### config.mk
export PLATFORM = sky130hd
export DESIGN_NAME = wb_arbiter_flat
export DESIGN_NICKNAME = d
export VERILOG_FILES = /design/src/rtl/wb_arbiter_if.sv /design/src/rtl/wb_arbiter.sv /design/src/flat_wrapper.sv
export SDC_FILE = /design/constraint.sdc
export NUM_CORES = 1
export LEC_CHECK = 0
export ABC_AREA = 1
export BUFFER_PORTS_ARGS = -buffer_cell sky130_fd_sc_hd__buf_2
export CAP_MARGIN = 15
export CORE_ASPECT_RATIO = 0.9
export CORE_MARGIN = 2
export CORE_UTILIZATION = 45
export CTS_CLUSTER_DIAMETER = 100
export DETAILED_ROUTE_END_ITERATION = 6
export PLACE_DENSITY = 0.67
export SYNTH_ARGS = -nofsm -noshare
export SYNTH_HDL_FRONTEND = slang
export SYNTH_SLANG_ARGS = --single-unit
### constraint.sdc
create_clock -name clk -period 4.5 [get_ports clk]
set_input_delay 0.9 -clock clk [delete_from_list [all_inputs] [get_ports clk]]
set_output_delay 0.9 -clock clk [all_outputs]
set_load 0.05 [all_outputs]
### src/rtl/wb_arbiter_if.sv
// wb_arbiter_if: bundles the FU result ports, the flush input and both output buses of wb_arbiter.
// Ports: req_* (port i in slice i), flush_valid/flush_mask, grant, ex_out_* (combinational), wb_out_* (registered).
// Modports: slave = arbiter side, master = FU/ROB side (drives requests and flushes, observes the buses).
interface wb_arbiter_if #(
  parameter int NUM_REQ = 6,
  parameter int ROB_LEN = 16,
  parameter int DATA_W  = 32,
  parameter int RD_W    = 7
);
  localparam int IDX_W = $clog2(ROB_LEN);

  logic [NUM_REQ-1:0]        req_valid;
  logic [NUM_REQ-1:0]        req_ready;
  logic [NUM_REQ*DATA_W-1:0] req_data;
  logic [NUM_REQ*IDX_W-1:0]  req_rob_idx;
  logic [NUM_REQ*RD_W-1:0]   req_rd;
  logic                      flush_valid;
  logic [ROB_LEN-1:0]        flush_mask;
  logic [NUM_REQ-1:0]        grant;
  logic                      ex_out_valid;
  logic [DATA_W-1:0]         ex_out_data;
  logic [IDX_W-1:0]          ex_out_rob_idx;
  logic [RD_W-1:0]           ex_out_rd;
  logic                      wb_out_valid;
  logic [DATA_W-1:0]         wb_out_data;
  logic [IDX_W-1:0]          wb_out_rob_idx;
  logic [RD_W-1:0]           wb_out_rd;

  modport slave (
    input  req_valid, req_data, req_rob_idx, req_rd, flush_valid, flush_mask,
    output req_ready, grant,
    output ex_out_valid, ex_out_data, ex_out_rob_idx, ex_out_rd,
    output wb_out_valid, wb_out_data, wb_out_rob_idx, wb_out_rd
  );

  modport master (
    output req_valid, req_data, req_rob_idx, req_rd, flush_valid, flush_mask,
    input  req_ready, grant,
    input  ex_out_valid, ex_out_data, ex_out_rob_idx, ex_out_rd,
    input  wb_out_valid, wb_out_data, wb_out_rob_idx, wb_out_rd
  );
endinterface

### src/rtl/wb_arbiter.sv
// wb_arbiter: arbitrates FU result ports onto one forwarding bus (ex_out_*) and a registered WB bus (wb_out_*).
// Latency: 0 cycles live input -> ex_out, 1 cycle -> wb_out; a losing port parks its result in a one-entry slot.
// Backpressure: req_ready[i] = slot i empty (pure register state). Ports: clk, rst (async, active-low), bus (slave).
// Build option WB_ARB_RR_EN: round-robin pointer replaces fixed priority with starvation escalation.
module wb_arbiter #(
  parameter int NUM_REQ    = 6,
  parameter int ROB_LEN    = 16,
  parameter int DATA_W     = 32,
  parameter int RD_W       = 7,
  parameter int STARVE_MAX = 4
) (
  input  logic        clk,
  input  logic        rst,
  wb_arbiter_if.slave bus
);
  localparam int IDX_W = $clog2(ROB_LEN);
  localparam int SEL_W = (NUM_REQ > 1) ? $clog2(NUM_REQ) : 1;

  typedef struct packed {
    logic [DATA_W-1:0] data;
    logic [IDX_W-1:0]  rob_idx;
    logic [RD_W-1:0]   rd;
  } res_t;

  logic [NUM_REQ-1:0] hold_v_q, hold_v_d;
  res_t               hold_q [NUM_REQ];
  res_t               hold_d [NUM_REQ];
`ifndef WB_ARB_RR_EN
  logic [3:0]         age_q [NUM_REQ];
  logic [3:0]         age_d [NUM_REQ];
  logic [NUM_REQ-1:0] esc;
  logic [NUM_REQ-1:0] pick;
`else
  logic [SEL_W-1:0]   ptr_q, ptr_d;
  logic [SEL_W:0]     scan;
`endif
  res_t               cand [NUM_REQ];
  logic [NUM_REQ-1:0] cand_v, kill, surv, gnt;
  logic [SEL_W-1:0]   gnt_idx;
  logic               win_v;
  res_t               win;
  logic               wb_v_q, wb_v_d;
  res_t               wb_q, wb_d;

  // Candidate selection, flush kill and arbitration.
  always_comb begin
    cand_v  = '0;
    kill    = '0;
    surv    = '0;
    gnt     = '0;
    gnt_idx = '0;
    win_v   = 1'b0;
    for (int i = 0; i < NUM_REQ; i++) begin
      // A held result always takes precedence; a live input can only appear while the slot is empty.
      cand[i]   = hold_v_q[i] ? hold_q[i]
                              : {bus.req_data[i*DATA_W +: DATA_W],
                                 bus.req_rob_idx[i*IDX_W +: IDX_W],
                                 bus.req_rd[i*RD_W +: RD_W]};
      cand_v[i] = hold_v_q[i] | bus.req_valid[i];
      kill[i]   = cand_v[i] & bus.flush_valid & bus.flush_mask[cand[i].rob_idx];
      surv[i]   = cand_v[i] & ~kill[i];
    end
`ifndef WB_ARB_RR_EN
    esc = '0;
    for (int i = 0; i < NUM_REQ; i++) begin
      esc[i] = hold_v_q[i] & surv[i] & (age_q[i] >= 4'(STARVE_MAX));
    end
    pick = (esc != '0) ? esc : surv;
    // Scan downwards so the lowest set index is the last one written.
    for (int i = NUM_REQ - 1; i >= 0; i--) begin
      if (pick[i]) begin
        gnt_idx = SEL_W'(i);
        win_v   = 1'b1;
      end
    end
`else
    scan = '0;
    // Offsets scanned downwards so the nearest surviving port at/after the pointer wins.
    for (int k = NUM_REQ - 1; k >= 0; k--) begin
      scan = {1'b0, ptr_q} + (SEL_W+1)'(k);
      if (scan >= (SEL_W+1)'(NUM_REQ)) scan = scan - (SEL_W+1)'(NUM_REQ);
      if (surv[scan[SEL_W-1:0]]) begin
        gnt_idx = scan[SEL_W-1:0];
        win_v   = 1'b1;
      end
    end
`endif
    for (int i = 0; i < NUM_REQ; i++) begin
      gnt[i] = win_v && (gnt_idx == SEL_W'(i));
    end
    win = win_v ? cand[gnt_idx] : '0;
  end

  // Hold slot / age / pointer next state.
  always_comb begin
    hold_v_d = hold_v_q;
    for (int i = 0; i < NUM_REQ; i++) begin
      hold_d[i] = hold_q[i];
`ifndef WB_ARB_RR_EN
      age_d[i]  = age_q[i];
`endif
      if (gnt[i] || kill[i]) begin
        // Retired or squashed; a killed live input is simply never captured.
        hold_v_d[i] = 1'b0;
`ifndef WB_ARB_RR_EN
        age_d[i]    = 4'd0;
`endif
      end else if (cand_v[i] && !hold_v_q[i]) begin
        hold_v_d[i] = 1'b1;
        hold_d[i]   = cand[i];
`ifndef WB_ARB_RR_EN
        age_d[i]    = 4'd1;
`endif
      end else if (hold_v_q[i]) begin
`ifndef WB_ARB_RR_EN
        if (age_q[i] != 4'hf) age_d[i] = age_q[i] + 4'd1;
`endif
      end
    end
`ifdef WB_ARB_RR_EN
    ptr_d = ptr_q;
    if (win_v) ptr_d = (gnt_idx == SEL_W'(NUM_REQ - 1)) ? '0 : gnt_idx + SEL_W'(1);
`endif
    wb_v_d = win_v;
    wb_d   = win;
  end

  always_ff @(posedge clk or negedge rst) begin
    if (!rst) begin
      hold_v_q <= '0;
      for (int i = 0; i < NUM_REQ; i++) begin
        hold_q[i] <= '0;
`ifndef WB_ARB_RR_EN
        age_q[i]  <= '0;
`endif
      end
`ifdef WB_ARB_RR_EN
      ptr_q    <= '0;
`endif
      wb_v_q   <= 1'b0;
      wb_q     <= '0;
    end else begin
      hold_v_q <= hold_v_d;
      for (int i = 0; i < NUM_REQ; i++) begin
        hold_q[i] <= hold_d[i];
`ifndef WB_ARB_RR_EN
        age_q[i]  <= age_d[i];
`endif
      end
`ifdef WB_ARB_RR_EN
      ptr_q    <= ptr_d;
`endif
      wb_v_q   <= wb_v_d;
      wb_q     <= wb_d;
    end
  end

  assign bus.req_ready      = ~hold_v_q;
  assign bus.grant          = gnt;
  assign bus.ex_out_valid   = win_v;
  assign bus.ex_out_data    = win.data;
  assign bus.ex_out_rob_idx = win.rob_idx;
  assign bus.ex_out_rd      = win.rd;
  assign bus.wb_out_valid   = wb_v_q;
  assign bus.wb_out_data    = wb_q.data;
  assign bus.wb_out_rob_idx = wb_q.rob_idx;
  assign bus.wb_out_rd      = wb_q.rd;
endmodule

### src/flat_wrapper.sv
// flat-port wrapper written by rule: the top's interface ports become plain ports
module wb_arbiter_flat 
#(
  parameter int NUM_REQ    = 6,
  parameter int ROB_LEN    = 16,
  parameter int DATA_W     = 32,
  parameter int RD_W       = 7,
  parameter int STARVE_MAX = 4
)
  (clk, rst, bus_req_valid, bus_req_data, bus_req_rob_idx, bus_req_rd, bus_flush_valid, bus_flush_mask, bus_req_ready, bus_grant, bus_ex_out_valid, bus_ex_out_data, bus_ex_out_rob_idx, bus_ex_out_rd, bus_wb_out_valid, bus_wb_out_data, bus_wb_out_rob_idx, bus_wb_out_rd);
  wb_arbiter_if #(.NUM_REQ(NUM_REQ), .ROB_LEN(ROB_LEN), .DATA_W(DATA_W), .RD_W(RD_W)) bus_i ();
  input  logic clk;
  input  logic rst;
  input wire logic [$bits(bus_i.req_valid)-1:0] bus_req_valid;
  input wire logic [$bits(bus_i.req_data)-1:0] bus_req_data;
  input wire logic [$bits(bus_i.req_rob_idx)-1:0] bus_req_rob_idx;
  input wire logic [$bits(bus_i.req_rd)-1:0] bus_req_rd;
  input wire logic [$bits(bus_i.flush_valid)-1:0] bus_flush_valid;
  input wire logic [$bits(bus_i.flush_mask)-1:0] bus_flush_mask;
  output wire logic [$bits(bus_i.req_ready)-1:0] bus_req_ready;
  output wire logic [$bits(bus_i.grant)-1:0] bus_grant;
  output wire logic [$bits(bus_i.ex_out_valid)-1:0] bus_ex_out_valid;
  output wire logic [$bits(bus_i.ex_out_data)-1:0] bus_ex_out_data;
  output wire logic [$bits(bus_i.ex_out_rob_idx)-1:0] bus_ex_out_rob_idx;
  output wire logic [$bits(bus_i.ex_out_rd)-1:0] bus_ex_out_rd;
  output wire logic [$bits(bus_i.wb_out_valid)-1:0] bus_wb_out_valid;
  output wire logic [$bits(bus_i.wb_out_data)-1:0] bus_wb_out_data;
  output wire logic [$bits(bus_i.wb_out_rob_idx)-1:0] bus_wb_out_rob_idx;
  output wire logic [$bits(bus_i.wb_out_rd)-1:0] bus_wb_out_rd;
  assign bus_i.req_valid = bus_req_valid;
  assign bus_i.req_data = bus_req_data;
  assign bus_i.req_rob_idx = bus_req_rob_idx;
  assign bus_i.req_rd = bus_req_rd;
  assign bus_i.flush_valid = bus_flush_valid;
  assign bus_i.flush_mask = bus_flush_mask;
  assign bus_req_ready = bus_i.req_ready;
  assign bus_grant = bus_i.grant;
  assign bus_ex_out_valid = bus_i.ex_out_valid;
  assign bus_ex_out_data = bus_i.ex_out_data;
  assign bus_ex_out_rob_idx = bus_i.ex_out_rob_idx;
  assign bus_ex_out_rd = bus_i.ex_out_rd;
  assign bus_wb_out_valid = bus_i.wb_out_valid;
  assign bus_wb_out_data = bus_i.wb_out_data;
  assign bus_wb_out_rob_idx = bus_i.wb_out_rob_idx;
  assign bus_wb_out_rd = bus_i.wb_out_rd;
  wb_arbiter #(.NUM_REQ(NUM_REQ), .ROB_LEN(ROB_LEN), .DATA_W(DATA_W), .RD_W(RD_W), .STARVE_MAX(STARVE_MAX)) u_core (.clk(clk), .rst(rst), .bus(bus_i));
endmodule
==> results of run 1 <==
==> layout make-up <==
| class | instances | area, um2 | area share, % |
|---|---|---|---|
| multi-input combinational | 1802 | 10200 | 38.4 |
| sequential | 332 | 8320 | 31.3 |
| timing repair buffer | 597 | 4920 | 18.5 |
| clock buffer | 59 | 1200 | 4.53 |
| inverter | 287 | 1120 | 4.22 |
| tap | 555 | 694 | 2.61 |
| clock inverter | 12 | 87.6 | 0.330 |
| antenna | 12 | 30.0 | 0.113 |
| timing repair inverter | 1 | 11.3 | 0.0424 |
==> state kept, by name (all words and copies together) (netlist names) <==
name                       cells
u_core.age_q                  24
u_core.bus.wb_out_valid        1
u_core.bus.wb_out_rob_idx      4
u_core.hold_v_q                6
u_core.bus.wb_out_data        32
u_core.bus.wb_out_rd           7
u_core.hold_q                258
==> cell usage after synthesis, types with 2 or more instances <==
master / count
sky130_fd_sc_hd__nand2_1: 703
sky130_fd_sc_hd__dfrtp_1: 332
sky130_fd_sc_hd__nand3_1: 331
sky130_fd_sc_hd__inv_1: 271
sky130_fd_sc_hd__o21ai_0: 267
sky130_fd_sc_hd__mux2i_1: 156
sky130_fd_sc_hd__nand4_1: 94
sky130_fd_sc_hd__o21ai_1: 89
sky130_fd_sc_hd__nor2_1: 80
sky130_fd_sc_hd__clkbuf_1: 72
sky130_fd_sc_hd__buf_2: 51
sky130_fd_sc_hd__buf_4: 19
sky130_fd_sc_hd__nand2_2: 16
sky130_fd_sc_hd__a21oi_1: 13
sky130_fd_sc_hd__buf_1: 13
sky130_fd_sc_hd__inv_2: 12
sky130_fd_sc_hd__buf_6: 8
sky130_fd_sc_hd__ha_1: 6
sky130_fd_sc_hd__nand3b_1: 6
sky130_fd_sc_hd__xor2_1: 6
sky130_fd_sc_hd__or2_2: 5
sky130_fd_sc_hd__nand2_4: 4
sky130_fd_sc_hd__nor2_4: 4
sky130_fd_sc_hd__o211ai_1: 4
sky130_fd_sc_hd__o21a_1: 4
sky130_fd_sc_hd__o21ai_2: 4
sky130_fd_sc_hd__clkbuf_2: 3
sky130_fd_sc_hd__clkinv_1: 2
sky130_fd_sc_hd__inv_4: 2
sky130_fd_sc_hd__nor2_8: 2
==> what timing repair did <==
item	CTS	global route
setup buffers	33	13
gates cloned	16	7
pin swaps	67	26
gates resized for setup	290	99
setup endpoints to repair	47	46
==> metal layers <==
metal  vias up  part of all wire, %
met2       866                   48
met5         -                 0.15
li1       9469                    -
met1      9699                   40
met4        16                  4.3
met3       181                  7.6
==> through the flow <==
step / hold WS [ps] / setup WS (ps)
finish: 339 / -242
detailed placement: 459 / -337
global placement: 461 / -308
floorplan: 442 / -13.5
global route: 421 / -426
CTS: 401 / -151
==> worst max-delay path, cell delays in order (launching register included) <==
cell                       delay, ps
sky130_fd_sc_hd__dfrtp_2         460
sky130_fd_sc_hd__buf_6           160
sky130_fd_sc_hd__o21ai_4         160
sky130_fd_sc_hd__inv_2            90
sky130_fd_sc_hd__nand3_1          90
sky130_fd_sc_hd__nand3_1         100
sky130_fd_sc_hd__nand3_1         110
sky130_fd_sc_hd__nand3_2         110
sky130_fd_sc_hd__nand2_2         120
sky130_fd_sc_hd__nand2_2          80
sky130_fd_sc_hd__nor2_4          170
sky130_fd_sc_hd__nand3b_1        120
sky130_fd_sc_hd__nand2_2         140
sky130_fd_sc_hd__inv_2            60
sky130_fd_sc_hd__nand2_4          80
sky130_fd_sc_hd__nand2_8          80
sky130_fd_sc_hd__nand2_8         150
sky130_fd_sc_hd__nand2_8         160
sky130_fd_sc_hd__buf_6           180
sky130_fd_sc_hd__nand3_1         130
sky130_fd_sc_hd__nand3_1         120
sky130_fd_sc_hd__nand2_1          90
sky130_fd_sc_hd__inv_2            40
sky130_fd_sc_hd__nor2_4          130
sky130_fd_sc_hd__buf_8           160
==> cells by family after synthesis <==
family	Yosys count	share of synthesized area [%]
and+or+nand+nor	1247	28.4
buffers and inverters	453	9.83
AOI/OAI and AO/OA	383	10.1
DFF	332	42.9
muxes	156	8.06
xor gates and xnor gates	6	0.271
adders and majority gates	6	0.388
==> path summary, 6_finish.rpt <==
path                                      end  slack (ps)  cells after the start
min in group clk            u_core.hold_q[53]         470                      2
hold reg to reg             u_core.hold_q[53]         470                      2
setup / recovery           bus_ex_out_data[5]        -240                     24
setup reg to reg            u_core.hold_q[23]         470                     24
hold / removal               u_core.age_q[15]         340                      1
max in group asynchronous  u_core.hold_q[200]        2970                      2
==> flow_metrics.tcl, run 1 <==
set metrics [dict create \
    globalRouteTotalUtil_pct 32.3 \
    io_pins 383 \
    violations "negative setup slack" \
    ant_nets 0 \
    grt_busiest_layer "met2" \
    grt_pass1_vias 19900 \
    number_of_pins_exceeding_their_max_slew_limit_in_the_final_report 0 \
    synthDistinctLibCells 34 \
    cell_at_the_root_of_the_clock_tree "sky130_fd_sc_hd__clkbuf_16" \
    crit_path_start_kind "register" \
    seq_area_frac_synth_pct 42.9 \
    area.growth.synth_to_final_pct 37.2 \
    syn-cell-area_um2 19400 \
    fin_setup_tns_ps -7340 \
    drt_iter0_drc 1814 \
    drc 0 \
    critPathMaxFanout 9 \
    cts.sinks 332 \
    critPathLaunch "u_core.hold_v_q[1]" \
    synth.area.top_cells "sky130_fd_sc_hd__dfrtp_1 (43%), sky130_fd_sc_hd__nand2_1 (14%), sky130_fd_sc_hd__nand3_1 (8.6%)" \
    worst_pin_slew_ps 874 \
    synth_enable_flop_cells 0 \
    ys_dominant_reg_cell "sky130_fd_sc_hd__dfrtp_1" \
    tritoncts.num_buffers 39 \
    fin_crit_ps 4740 \
    postRouteWirelength_um 74300 \
    synth.top_cell.area_share_pct 42.9 \
    floorplan.die_area_um2 44700 \
    clock_tree.buffer_depth 3 \
    worstHoldPathType "in -> async" \
    num-fill-cells 3757 \
    critical_path_end_type "output port" \
    syn-instance-count 2583 \
    synth_largest_area_cell "sky130_fd_sc_hd__dfrtp_1" \
    fin_crit_sh_pct 105 \
    hold_fix_buffer_count_after_cts 0 \
    path_clk_slew_ps 60 \
    postSynthNetCount 2872 \
    timing.critical_path.required_ps 3600 \
    finish.utilization_pct 62.2 \
    pin_count_of_the_biggest_net_entering_global_routing 103 \
    final.setup.worst_slack_ps -242 \
    detailedRoute.firstPassIterationCount 6 \
    nNetsFinal 3349 \
    grt_antenna_before_repair 21 \
    final_cells 3657 \
    ys_async_sr_fraction_pct 100 \
    post_dp_cell_area_um2 23100 \
    clk_latency_worst_skew_pair_ps 570 \
    most-common-layout-cells "sky130_fd_sc_hd__nand2_1 (644), sky130_fd_sc_hd__buf_2 (335), sky130_fd_sc_hd__dfrtp_1 (326), sky130_fd_sc_hd__o21ai_0 (261), sky130_fd_sc_hd__nand3_1 (258)" \
    layout.cells.most_common "sky130_fd_sc_hd__nand2_1" \
    cts_htree_levels 2 \
    numPlacedInstances 3505 \
    dp.final_hpwl_um 50300 \
    worst_slew_margin_rel_pct 41.8 \
    final_area_um2 26600 \
    groute.layer.met1.usage_pct 40.6 \
    post_drt_via_cell_ratio 5.53 \
    synth.avg_cell_area_um2 7.50 \
    fp.dieH_um 201 \
    rsz_0062_raised_after_global_routing "true" \
    status "finished with violations" \
    fmax_ghz 0.211 \
    critPathKind "reg -> out" \
    start_util_pct 45.3 \
    port-buffer-count 382 \
    drv.max_cap_violation_count 0 \
    drt-wirelength-per-cell_um 20.3 \
    report.final.hold_viol_count 0 \
    groute.layer.met2.usage_pct 53.3 \
    globalRouteMet3Util_pct 7.44 \
    critical_path_arrival_ps 3840 \
    count_of_state_elements_after_synthesis 332 \
    yosys_warnings 0 \
    fp-row-count 72 \
    gr-total-overflow 0 \
    core_region_area_um2 42700 \
    finalSetupViolations 43 \
    routabilityCongestion 1.01 \
    vias 20200 \
    tritoncts "done" \
    rr_startpoint "u_core.hold_v_q[5]" \
    drive_gt1_share_pct 31.1 \
    floorplan.die.width_um 223 \
    grt_first_pass_wirelength_um 112000 \
    finalClockSkew_ps 13.6 \
]
Power of run 1 is not shown: default switching activity piles up to over one toggle a cycle in this logic, so the estimate is an artifact.
==> inputs of run 2 (changes only) <==
SETUP_SLACK_MARGIN = 0.1   (was not set)
==> flow_metrics.tcl, run 2 (synthesis gave the netlist of run 1 again) <==
set metrics [dict create \
    status "finished with violations" \
    violations "design-rule violations, negative setup slack" \
    critical_path_arrival_ps 3880 \
    globalRouteTotalUtil_pct 32.3 \
    layout.cells.most_common "sky130_fd_sc_hd__nand2_1" \
    vias 20300 \
    top_register "u_core.hold_q" \
    final.setup.worst_slack_ps -277 \
    tritoncts "done" \
    grt_antenna_before_repair 25 \
    finalClockSkew_ps 19.0 \
    critPathMaxFanout 9 \
    post_drt_via_cell_ratio 5.53 \
    cts_htree_levels 2 \
    final_area_um2 26700 \
    gr-total-overflow 0 \
    critical_path_end_type "output port" \
    pin_count_of_the_biggest_net_entering_global_routing 109 \
    timing.critical_path.required_ps 3600 \
    dp.final_hpwl_um 49900 \
    finalSetupViolations 45 \
    crit_path_start_kind "register" \
    grt_first_pass_wirelength_um 112000 \
    critPathKind "reg -> out" \
    drv.max_cap_violation_count 0 \
    worst_slew_margin_rel_pct 37.7 \
    path_clk_slew_ps 60 \
    post_dp_cell_area_um2 23000 \
    number_of_pins_exceeding_their_max_slew_limit_in_the_final_report 0 \
    postRouteWirelength_um 75200 \
    fp.dieH_um 201 \
    cts.sinks 332 \
    finish.utilization_pct 62.5 \
    worstHoldPathType "in -> async" \
    grt_pass1_vias 19700 \
    routabilityCongestion 0.997 \
    cell_at_the_root_of_the_clock_tree "sky130_fd_sc_hd__clkbuf_16" \
    ant_nets 0 \
    clk_latency_worst_skew_pair_ps 560 \
    io_pins 383 \
    drc 1 \
    timing.reg2reg.worst_path_depth 28 \
    detailedRoute.firstPassIterationCount 7 \
    drive_gt1_share_pct 31.2 \
    rsz_0062_raised_after_global_routing "true" \
    largest_reg_flops 258 \
    report.final.hold_viol_count 0 \
    drt_iter0_drc 1929 \
    floorplan.die.width_um 223 \
    worst_pin_slew_ps 934 \
    drt-wirelength-per-cell_um 20.5 \
    core_region_area_um2 42700 \
    clock_tree.buffer_depth 3 \
    tritoncts.num_buffers 39 \
    most-common-layout-cells "sky130_fd_sc_hd__nand2_1 (640), sky130_fd_sc_hd__buf_2 (333), sky130_fd_sc_hd__dfrtp_1 (326), sky130_fd_sc_hd__o21ai_0 (259), sky130_fd_sc_hd__nand3_1 (246)" \
    fin_crit_sh_pct 106 \
    floorplan.die_area_um2 44700 \
    fmax_ghz 0.209 \
    num-fill-cells 3759 \
    fp-row-count 72 \
    start_util_pct 45.3 \
    hold_fix_buffer_count_after_cts 0 \
    fin_crit_ps 4780 \
    nNetsFinal 3360 \
    port-buffer-count 382 \
    area.growth.synth_to_final_pct 37.9 \
]
-- run 2: final timing paths --
kind / to / slack, ps / startpoint
max in group asynchronous: u_core.bus.wb_out_data[31] / 3050 / rst
min in group clk: u_core.hold_q[10] / 470 / u_core.hold_q[10]
worst max register to register: u_core.hold_q[69] / 760 / u_core.hold_v_q[1]
worst max-delay path: bus_ex_out_rd[1] / -280 / u_core.hold_v_q[0]
worst min-delay path: u_core.age_q[15] / 410 / rst
worst min register to register: u_core.hold_q[10] / 470 / u_core.hold_q[10]
-- run 2: repair_timing --
| item | 4_1_cts | 5_1_grt |
|---|---|---|
| setup endpoints to repair | 47 | 48 |
| resized for setup | 301 | 89 |
| pin swaps | 44 | 42 |
| setup buffers | 48 | 13 |
| gates cloned | 15 | 11 |
| endpoints found under the hold margin | 0 | 0 |
-- run 2: routing by layer --
metal,wire (um),vias up,global-route usage (%)
li1,-,9509,-
met4,3390,22,15.3
met3,5880,194,6.43
met1,30300,9662,41.0
met5,142,-,0
met2,35500,895,53.0
-- run 2: cell type report --
type                       count  area, um2  share of cell area, %
inverter                     287       1110                   4.15
antenna                       13       32.5                  0.122
timing repair buffer         610       5010                   18.8
clock buffer                  63       1170                   4.37
tap                          555        694                   2.60
sequential                   332       8320                   31.1
timing repair inverter         1       8.76                 0.0328
multi-input combinational   1800      10300                   38.6
clock inverter                 6       70.1                  0.262
-- run 2: through the flow --
| stage | TNS (ps) | instances | setup WS (ps) | hold slack, ps |
|---|---|---|---|---|
| finish | -9280 | 3667 | -277 | 405 |
| global route | -17010 | 3661 | -435 | 468 |
| CTS | -3010 | 3630 | -131 | 453 |
| detailed placement | -12180 | 3498 | -349 | 459 |
| global placement | -9530 | 3498 | -312 | 457 |
| floorplan | -13.5 | 2583 | -13.5 | 442 |
-- run 2: critical path: stages, from the launching register on --
cell	delay, ps
sky130_fd_sc_hd__dfrtp_2	480
sky130_fd_sc_hd__inv_4	90
sky130_fd_sc_hd__buf_6	130
sky130_fd_sc_hd__o21ai_4	230
sky130_fd_sc_hd__nand3_2	140
sky130_fd_sc_hd__nand3_2	90
sky130_fd_sc_hd__nand3_2	80
sky130_fd_sc_hd__nand3_2	100
sky130_fd_sc_hd__nand2_2	80
sky130_fd_sc_hd__nand2_2	90
sky130_fd_sc_hd__nor2_4	60
sky130_fd_sc_hd__nand3b_1	110
sky130_fd_sc_hd__nand2_2	80
sky130_fd_sc_hd__buf_6	120
sky130_fd_sc_hd__nor2_4	170
sky130_fd_sc_hd__nor2_8	70
sky130_fd_sc_hd__buf_12	140
sky130_fd_sc_hd__buf_12	130
sky130_fd_sc_hd__buf_16	140
sky130_fd_sc_hd__nand3_1	80
sky130_fd_sc_hd__nand2_1	80
sky130_fd_sc_hd__inv_2	90
sky130_fd_sc_hd__nand3_2	80
sky130_fd_sc_hd__nand2_2	90
sky130_fd_sc_hd__inv_2	50
sky130_fd_sc_hd__nor2_4	140
sky130_fd_sc_hd__buf_12	150
Power of run 2 is left out for the same reason.
